--- config.mk ---
export PLATFORM = sky130hd
export DESIGN_NAME = eth_tx_arbiter
export DESIGN_NICKNAME = d
export VERILOG_FILES = /design/src/rtl/eth_tx_arbiter.sv
export SDC_FILE = /design/constraint.sdc
export NUM_CORES = 1
export LEC_CHECK = 0
export CORE_MARGIN = 2
export CORE_UTILIZATION = 44
export CTS_CLUSTER_DIAMETER = 150
export DETAILED_ROUTE_END_ITERATION = 10
export PLACE_DENSITY = 0.8
export SYNTH_ARGS = -nofsm -noshare
export SYNTH_HDL_FRONTEND = slang
export SYNTH_SLANG_ARGS = --single-unit
export TNS_END_PERCENT = 1
--- constraint.sdc ---
create_clock -name clk -period 2.8 [get_ports clk]
set_input_delay 0.56 -clock clk [delete_from_list [all_inputs] [get_ports clk]]
set_output_delay 0.56 -clock clk [all_outputs]
set_load 0.05 [all_outputs]
--- src/rtl/eth_tx_arbiter.sv ---
`default_nettype none
// ============================================================================
// Module      : eth_tx_arbiter
// Description : Round-robin GMII TX arbiter for the ARP/ICMP/UDP generators,
//               with per-frame grant handshake, owner data mux and enforced
//               inter-frame gap. Optional BUSY watchdog: ETH_TX_WATCHDOG_EN.
// Revision    : 1.0 - initial release
// ============================================================================
module eth_tx_arbiter #(
    parameter int unsigned IFG_CYCLES       = 12,
    parameter logic [23:0] MAX_FRAME_CYCLES = 24'd2000000
) (
    input  logic       clk,
    input  logic       rst,
    input  logic       arp_req,
    input  logic       icmp_req,
    input  logic       udp_req,
    output logic       arp_gnt,
    output logic       icmp_gnt,
    output logic       udp_gnt,
    input  logic       arp_done,
    input  logic       icmp_done,
    input  logic       udp_done,
    input  logic       arp_gmii_tx_en,
    input  logic       icmp_gmii_tx_en,
    input  logic       udp_gmii_tx_en,
    input  logic [7:0] arp_gmii_txd,
    input  logic [7:0] icmp_gmii_txd,
    input  logic [7:0] udp_gmii_txd,
    output logic       gmii_tx_en,
    output logic [7:0] gmii_txd,
    output logic       tx_busy,
    output logic [1:0] owner,
    output logic       timeout
);

    typedef enum logic [1:0] {
        S_IDLE  = 2'd0,
        S_GRANT = 2'd1,
        S_BUSY  = 2'd2,
        S_IFG   = 2'd3
    } state_t;

    localparam logic [1:0] C_ARP      = 2'd0;
    localparam logic [1:0] C_ICMP     = 2'd1;
    localparam logic [1:0] C_UDP      = 2'd2;
    localparam logic [7:0] C_IFG_LAST = 8'(IFG_CYCLES - 1);

    state_t     state_q,   state_d;
    logic [1:0] owner_q,   owner_d;
    logic [7:0] ifg_cnt_q, ifg_cnt_d;
    logic [2:0] gnt_q,     gnt_d;
    logic       tx_en_q,   tx_en_d;
    logic [7:0] txd_q,     txd_d;

    logic [2:0] w_req;
    logic       w_pick_valid;
    logic [1:0] w_pick;
    logic       w_own_done;
    logic       w_own_en;
    logic [7:0] w_own_txd;
    logic       w_timeout;

    assign w_req = {udp_req, icmp_req, arp_req};

    // Search starts one past the last owner; descending loop lets the nearest win.
    always_comb begin
        w_pick_valid = 1'b0;
        w_pick       = owner_q;
        for (int k = 3; k >= 1; k--) begin
            if (w_req[(int'(owner_q) + k) % 3]) begin
                w_pick_valid = 1'b1;
                w_pick       = 2'((int'(owner_q) + k) % 3);
            end
        end
    end

    always_comb begin
        case (owner_q)
            C_ARP: begin
                w_own_done = arp_done;
                w_own_en   = arp_gmii_tx_en;
                w_own_txd  = arp_gmii_txd;
            end
            C_ICMP: begin
                w_own_done = icmp_done;
                w_own_en   = icmp_gmii_tx_en;
                w_own_txd  = icmp_gmii_txd;
            end
            default: begin
                w_own_done = udp_done;
                w_own_en   = udp_gmii_tx_en;
                w_own_txd  = udp_gmii_txd;
            end
        endcase
    end

`ifdef ETH_TX_WATCHDOG_EN
    logic [23:0] wd_cnt_q, wd_cnt_d;

    assign w_timeout = (state_q == S_BUSY) && !w_own_done &&
                       (wd_cnt_q == MAX_FRAME_CYCLES - 24'd1);

    always_comb begin
        wd_cnt_d = wd_cnt_q;
        if (state_q == S_GRANT) begin
            wd_cnt_d = 24'd0;
        end else if (state_q == S_BUSY) begin
            wd_cnt_d = wd_cnt_q + 24'd1;
        end
    end

    always_ff @(posedge clk) begin
        if (rst) begin
            wd_cnt_q <= 24'd0;
        end else begin
            wd_cnt_q <= wd_cnt_d;
        end
    end
`else
    logic unused_wd_cfg;
    assign unused_wd_cfg = ^MAX_FRAME_CYCLES;
    assign w_timeout     = 1'b0;
`endif

    always_comb begin
        state_d   = state_q;
        owner_d   = owner_q;
        ifg_cnt_d = ifg_cnt_q;
        gnt_d     = 3'b000;
        tx_en_d   = 1'b0;
        txd_d     = 8'd0;
        case (state_q)
            S_IDLE: begin
                if (w_pick_valid) begin
                    owner_d = w_pick;
                    gnt_d   = 3'b001 << w_pick;
                    state_d = S_GRANT;
                end
            end
            S_GRANT: begin
                tx_en_d = w_own_en;
                txd_d   = w_own_txd;
                state_d = S_BUSY;
            end
            S_BUSY: begin
                // An aborted frame must not leak its last byte into the gap.
                if (!w_timeout) begin
                    tx_en_d = w_own_en;
                    txd_d   = w_own_txd;
                end
                if (w_own_done || w_timeout) begin
                    ifg_cnt_d = 8'd0;
                    state_d   = S_IFG;
                end
            end
            default: begin
                if (ifg_cnt_q == C_IFG_LAST) begin
                    state_d = S_IDLE;
                end else begin
                    ifg_cnt_d = ifg_cnt_q + 8'd1;
                end
            end
        endcase
    end

    always_ff @(posedge clk) begin
        if (rst) begin
            state_q   <= S_IDLE;
            owner_q   <= C_UDP;
            ifg_cnt_q <= 8'd0;
            gnt_q     <= 3'b000;
            tx_en_q   <= 1'b0;
            txd_q     <= 8'd0;
        end else begin
            state_q   <= state_d;
            owner_q   <= owner_d;
            ifg_cnt_q <= ifg_cnt_d;
            gnt_q     <= gnt_d;
            tx_en_q   <= tx_en_d;
            txd_q     <= txd_d;
        end
    end

    assign arp_gnt    = gnt_q[0];
    assign icmp_gnt   = gnt_q[1];
    assign udp_gnt    = gnt_q[2];
    assign gmii_tx_en = tx_en_q;
    assign gmii_txd   = txd_q;
    assign tx_busy    = (state_q != S_IDLE);
    assign owner      = owner_q;
    assign timeout    = w_timeout;

endmodule
`default_nettype wire

======== After elaboration in Yosys (flattened, before gate mapping) ========
Cells that the tools add are included.
word-level totals
  ROM bits ................................ 0
  memories kept ........................... 0
  latch bits .............................. 0
  logic and storage cells ................. 64
  register bits after elaboration ......... 24
  output and inout port bits .............. 16
  memory bits (writable) .................. 0
cells by class
  bitwise logic cells ..................... 4
  eq/ne operators ......................... 7
  divide/modulo/power cells ............... 3
  multiplexer cells ....................... 25
  shift-type cells ........................ 1
  reductions and logical operators ........ 11
  $add $sub $neg .......................... 4
  multipliers ............................. 0
  $lt $le $gt $ge ......................... 3
operators with widths
  kind                   number
  $lt 32x4->1 const B    3
  $mod 32x3->32 const B  3
  $pmux 8 s2             2
  $mux 8                 2
  $mux 2                 6
  $mux 1                 9
  $add 8x1->8 const B    1
  $eq 8x4->1 const B     1
  $add 2x2->3 const B    2
  $bmux 1 s2             3
  $pmux 2 s3             1
  $reduce_and 3->1       2
  $reduce_or 2->1        3
  $eq 2x1->1 const B     2
  $logic_not 2->1        2
  $ne 2x2->1 const B     2
  $not 1->1              4
  $pmux 1 s2             2
  $reduce_bool 4->1      1
  $add 2x1->3 const B    1
  $reduce_or 3->1        1
  $shl 1x2->3 const A    1
  $eq 2x2->1 const B     1
  $ne 2x1->1 const B     1
  2 further kinds        2

======== Depth between registers and ports, before layout ========
  depth in word-level cells ............... 10
  gate-level depth with buffers ........... 8

======== Worst setup path after synthesis ========
No wires, ideal clock.
  kind .................................... flip-flop to flip-flop
  start ................................... register owner_q[0] (netlist: owner[0])
  end ..................................... register owner_q[1] (netlist: owner[1])
  clock period less this slack ............ 2.655 ns
  data arrival time ....................... 2.536 ns
  library setup time ...................... 0.120 ns
  required time ........................... 2.680 ns
  slack ................................... 0.145 ns
  stages on the path, launching flop included .. 8
  cells stage by stage .................... dfxtp_1 inv_1 ha_1 buf_2 mux2_4 a222oi_1 a21oi_1 a211o_1
between the ends
  cells in the longest elaborated chain, start to end .. 9
  elaborated cells on any way between the ends .. 22
RTL lines
  item                                       RTL line  source
  start, declared                            50        logic [1:0] owner_q, owner_d;
  start signal, assigned                     177       owner_q <= owner_d;
  $add 2x2->3                                71, 73
  $mod 32x3->32                              71, 73
  $bmux 1 s2                                 71        if (w_req[(int'(owner_q) + k) % 3]) begin
  $mux 1 (not written as such) (2 in a row)  71
  $mux 1 (3 in a row)                        71
  $reduce_and 2->1 (no source line)          -
Parallel ways exist; a longest one is shown, timed or not. The select of a mux whose other input is x is not followed.
A chain may end at the register's enable or synchronous reset.

======== Worst setup path after layout ========
  start ................................... register state_q[0]
  end ..................................... output tx_busy
between the ends
  cells in the longest elaborated chain, start to end .. 1
RTL lines
  item                    RTL line  source
  start, declared         49        state_t state_q, state_d;
  start signal, assigned  176       state_q <= state_d;
  $reduce_bool 2->1       190       assign tx_busy = (state_q != S_IDLE);
  end, declared           32        output logic tx_busy,
No other way between the ends.

==> impl_metrics.tcl <==
set metrics [dict create \
    synth_largest_area_cell "dfxtp_1" \
    vias 1356 \
    setup_viol 0 \
    period_needed_ps 2601 \
    p_leak_nw 0.7644 \
    core_sq_mm 0.002978 \
    hold_viol 0 \
    syn_area_sq_mm 0.001349 \
    wl_per_cell_um 15.01 \
    clk_latency_ps 320 \
    regToRegSetupSlack_ps 240 \
    synth_cells 156 \
    grtUsageMet3_pct 8.734 \
    grt_pass1_vias 1285 \
    cts_tree "built" \
    status "complete, no violations" \
    die_x_um 59.37 \
    top_usage_layer "met2" \
    worstSetupPathType "register to output port" \
    yosysTopAreaCellShare_pct 35.62 \
    post-cts-setup-buffers 0 \
    timing.critical_path.from "state_q[0]" \
    drtIter0Drc 67 \
    grt_antenna_before_repair 0 \
    ys.warnings.count 0 \
    max_stage_delay_ps 820 \
    r2r-start "owner[0]" \
    slew_violations 0 \
    rsz0062_at_grt "no" \
    die-area_sq_mm 0.003524 \
    crit_slowest_cell "clkdlybuf4s50_1" \
    first_pass_iters 5 \
    synthArstFlopShare_pct 0 \
    grt_overflow 0 \
    worstPathArrival_ps 2040 \
    critPathRequiredTime_ps 2240 \
    synth_nets 199 \
    cp_num_buf_inv 3 \
    worst_r2r_path_depth 6 \
    synth-edff-count 0 \
    drive_gt1_share_pct 8.824 \
    timing.rr.end "owner[1]" \
    rows 20 \
    start_util_pct 45.29 \
    grt_max_degree 15 \
    hold_path_class "register to register" \
    grt_pass1_wl_um 5616 \
    dp_hpwl_um 2794 \
    cts-hold-fix-buffers 0 \
    cts_resized 0 \
    drc 0 \
    p_total_mw 1.956 \
    routed_wl_um 3558 \
    endpoint_kind "output port" \
    ant_nets 0 \
    ys.flop_type "dfxtp_1" \
    synth_cell_types 42 \
    tightest_slew_ps 584.7 \
    portBuffers 49 \
    yosysSeqAreaShare_pct 35.62 \
    hold_end "state_q[0]" \
    slew_headroom_pct 61.02 \
    ioPinCount 51 \
    path_cells "inv_1 -> ha_1 -> inv_1 -> clkdlybuf4s50_1" \
    vdd_drop_max_mv 0.6974 \
    diodes 0 \
    drv_cap 0 \
    hold_depth 2 \
    synthTopCellsByArea "dfxtp_1, ha_1, a22oi_1" \
    viasPerCell 5.722 \
    critPathTopFamily "buffers and inverters" \
    fp.dieH_um 59.37 \
    critPathMaxFanout 5 \
    gp_congestion 0.8273 \
    met1_usage_pct 22.64 \
    cts_buffers 3 \
    fin_nets 248 \
    clk_pin_slew_ps 140 \
    fin_tns_setup_ps 0 \
    yosys_register_bits 24 \
    p_per_area_mw_per_mm2 1021 \
    worstHoldStart "state_q[0]" \
    track_usage_pct 21.24 \
    clock-root-buffer "clkbuf_4" \
    period_share_pct 92.89 \
    syn_avg_cell_area_sq_um 8.646 \
    path_common_cell "inv_1" \
    use_met2_pct 37.99 \
    htree_levels 1 \
    start_kind "register" \
    cts.sinks 24 \
    fmax_mhz 384.5 \
    skew_ps 4.713 \
    cts.path.max_buffers 2 \
    syn_to_final_growth_pct 42.02 \
]
## area by class of cell
| cell class | instances | area (sq um) |
|---|---|---|
| clock buffers | 3 | 22.52 |
| clock inverters | 1 | 30.03 |
| fillers | 251 | 1062 |
| inverters | 9 | 33.78 |
| multi-input cells | 116 | 802.0 |
| flip-flops and latches | 24 | 480.5 |
| well taps | 33 | 41.29 |
| repair buffers | 51 | 505.5 |
## power by group
| group | leakage [nW] | internal [mW] | switching (mW) |
|---|---|---|---|
| Clock | 0.0279 | 0.145 | 0.109 |
| Sequential | 0.196 | 0.429 | 0.0476 |
| Combinational | 0.540 | 0.467 | 0.759 |
## worst min-delay path, stage by stage (launching register included)
cell and delay (ps):
dfxtp_1 360, nor2_1 100, nor3_1 50
## layout by cell type, fill, tap and decap left out, types with 2 or more instances in the layout
cell and instances:
o21ai_0 3, ha_1 8, and3_1 2, a22oi_1 10, inv_1 9, clkbuf_4 3
a211oi_2 2, dfxtp_1 24, xor2_1 6, buf_4 2, clkdlybuf4s50_1 49, nand3_1 4
a21oi_1 13, nor2_1 18, mux2i_1 2, a211oi_1 2, nand4_1 2, or4_4 2
nand2_1 14, mux2_2 3, nor3_1 5
## state kept, by name (all words and copies together) (netlist names)
| signal | count |
|---|---|
| gmii_tx_en | 1 |
| owner | 2 |
| ifg_cnt_q | 8 |
| state_q | 2 |
| gmii_txd | 8 |
| gnt_q | 3 |
## through the flow
| stage | hold WS [ps] | setup WS (ps) | instances | util (%) | instance area (sq um) |
|---|---|---|---|---|---|
| finish | 537.5 | 199.1 | 237 | 64.33 | 1916 |
| global route | 558.1 | 22.19 | 237 | 64.33 | 1916 |
| CTS | 538.2 | 193.1 | 237 | 64.33 | 1916 |
| detailed placement | 516.3 | 307.5 | 233 | 62.56 | 1863 |
| global placement | 495.7 | 359.4 | 233 | 62.56 | 1863 |
| floorplan | 481.2 | 144.8 | 156 | - | 1349 |
## synthesized netlist by cell type, drive strengths merged, types with 3 or more instances
cell type,count
dfxtp,24
nor2,18
nand2,14
a21oi,13
a22oi,10
inv,9
ha,8
xor2,6
buf,5
nor3,5
a211oi,4
mux2,4
nand3,4
and3,3
o21ai,3
## metal layers
metal  vias up  part of all wire, %
li1        658                    -
met1       634                   38
met2        58                   51
met3         6                  9.5
met4         0                  1.3
met5         -                    0
## logic make-up after synthesis
| kind of cell | count (synthesis) | synth area share (%) |
|---|---|---|
| and+or+nand+nor | 55 | 20.59 |
| xor gates and xnor gates | 6 | 3.896 |
| muxes | 6 | 5.102 |
| AOI/OAI and AO/OA | 40 | 22.17 |
| DFF | 24 | 35.62 |
| other | 1 | 0.2780 |
| adders and majority gates | 8 | 7.421 |
| buffers and inverters | 16 | 4.917 |
## worst max-delay path by stage
stage / endpoint / slack, ps / cells after the start
after floorplan: owner[1] / 140 / 7
after global placement: owner[1] / 360 / 5
after detailed placement: owner[1] / 310 / 5
after CTS: tx_busy / 190 / 4
after global routing: gnt_q[0] / 20 / 7
final: tx_busy / 200 / 4
(Power assumes the default switching activity.)
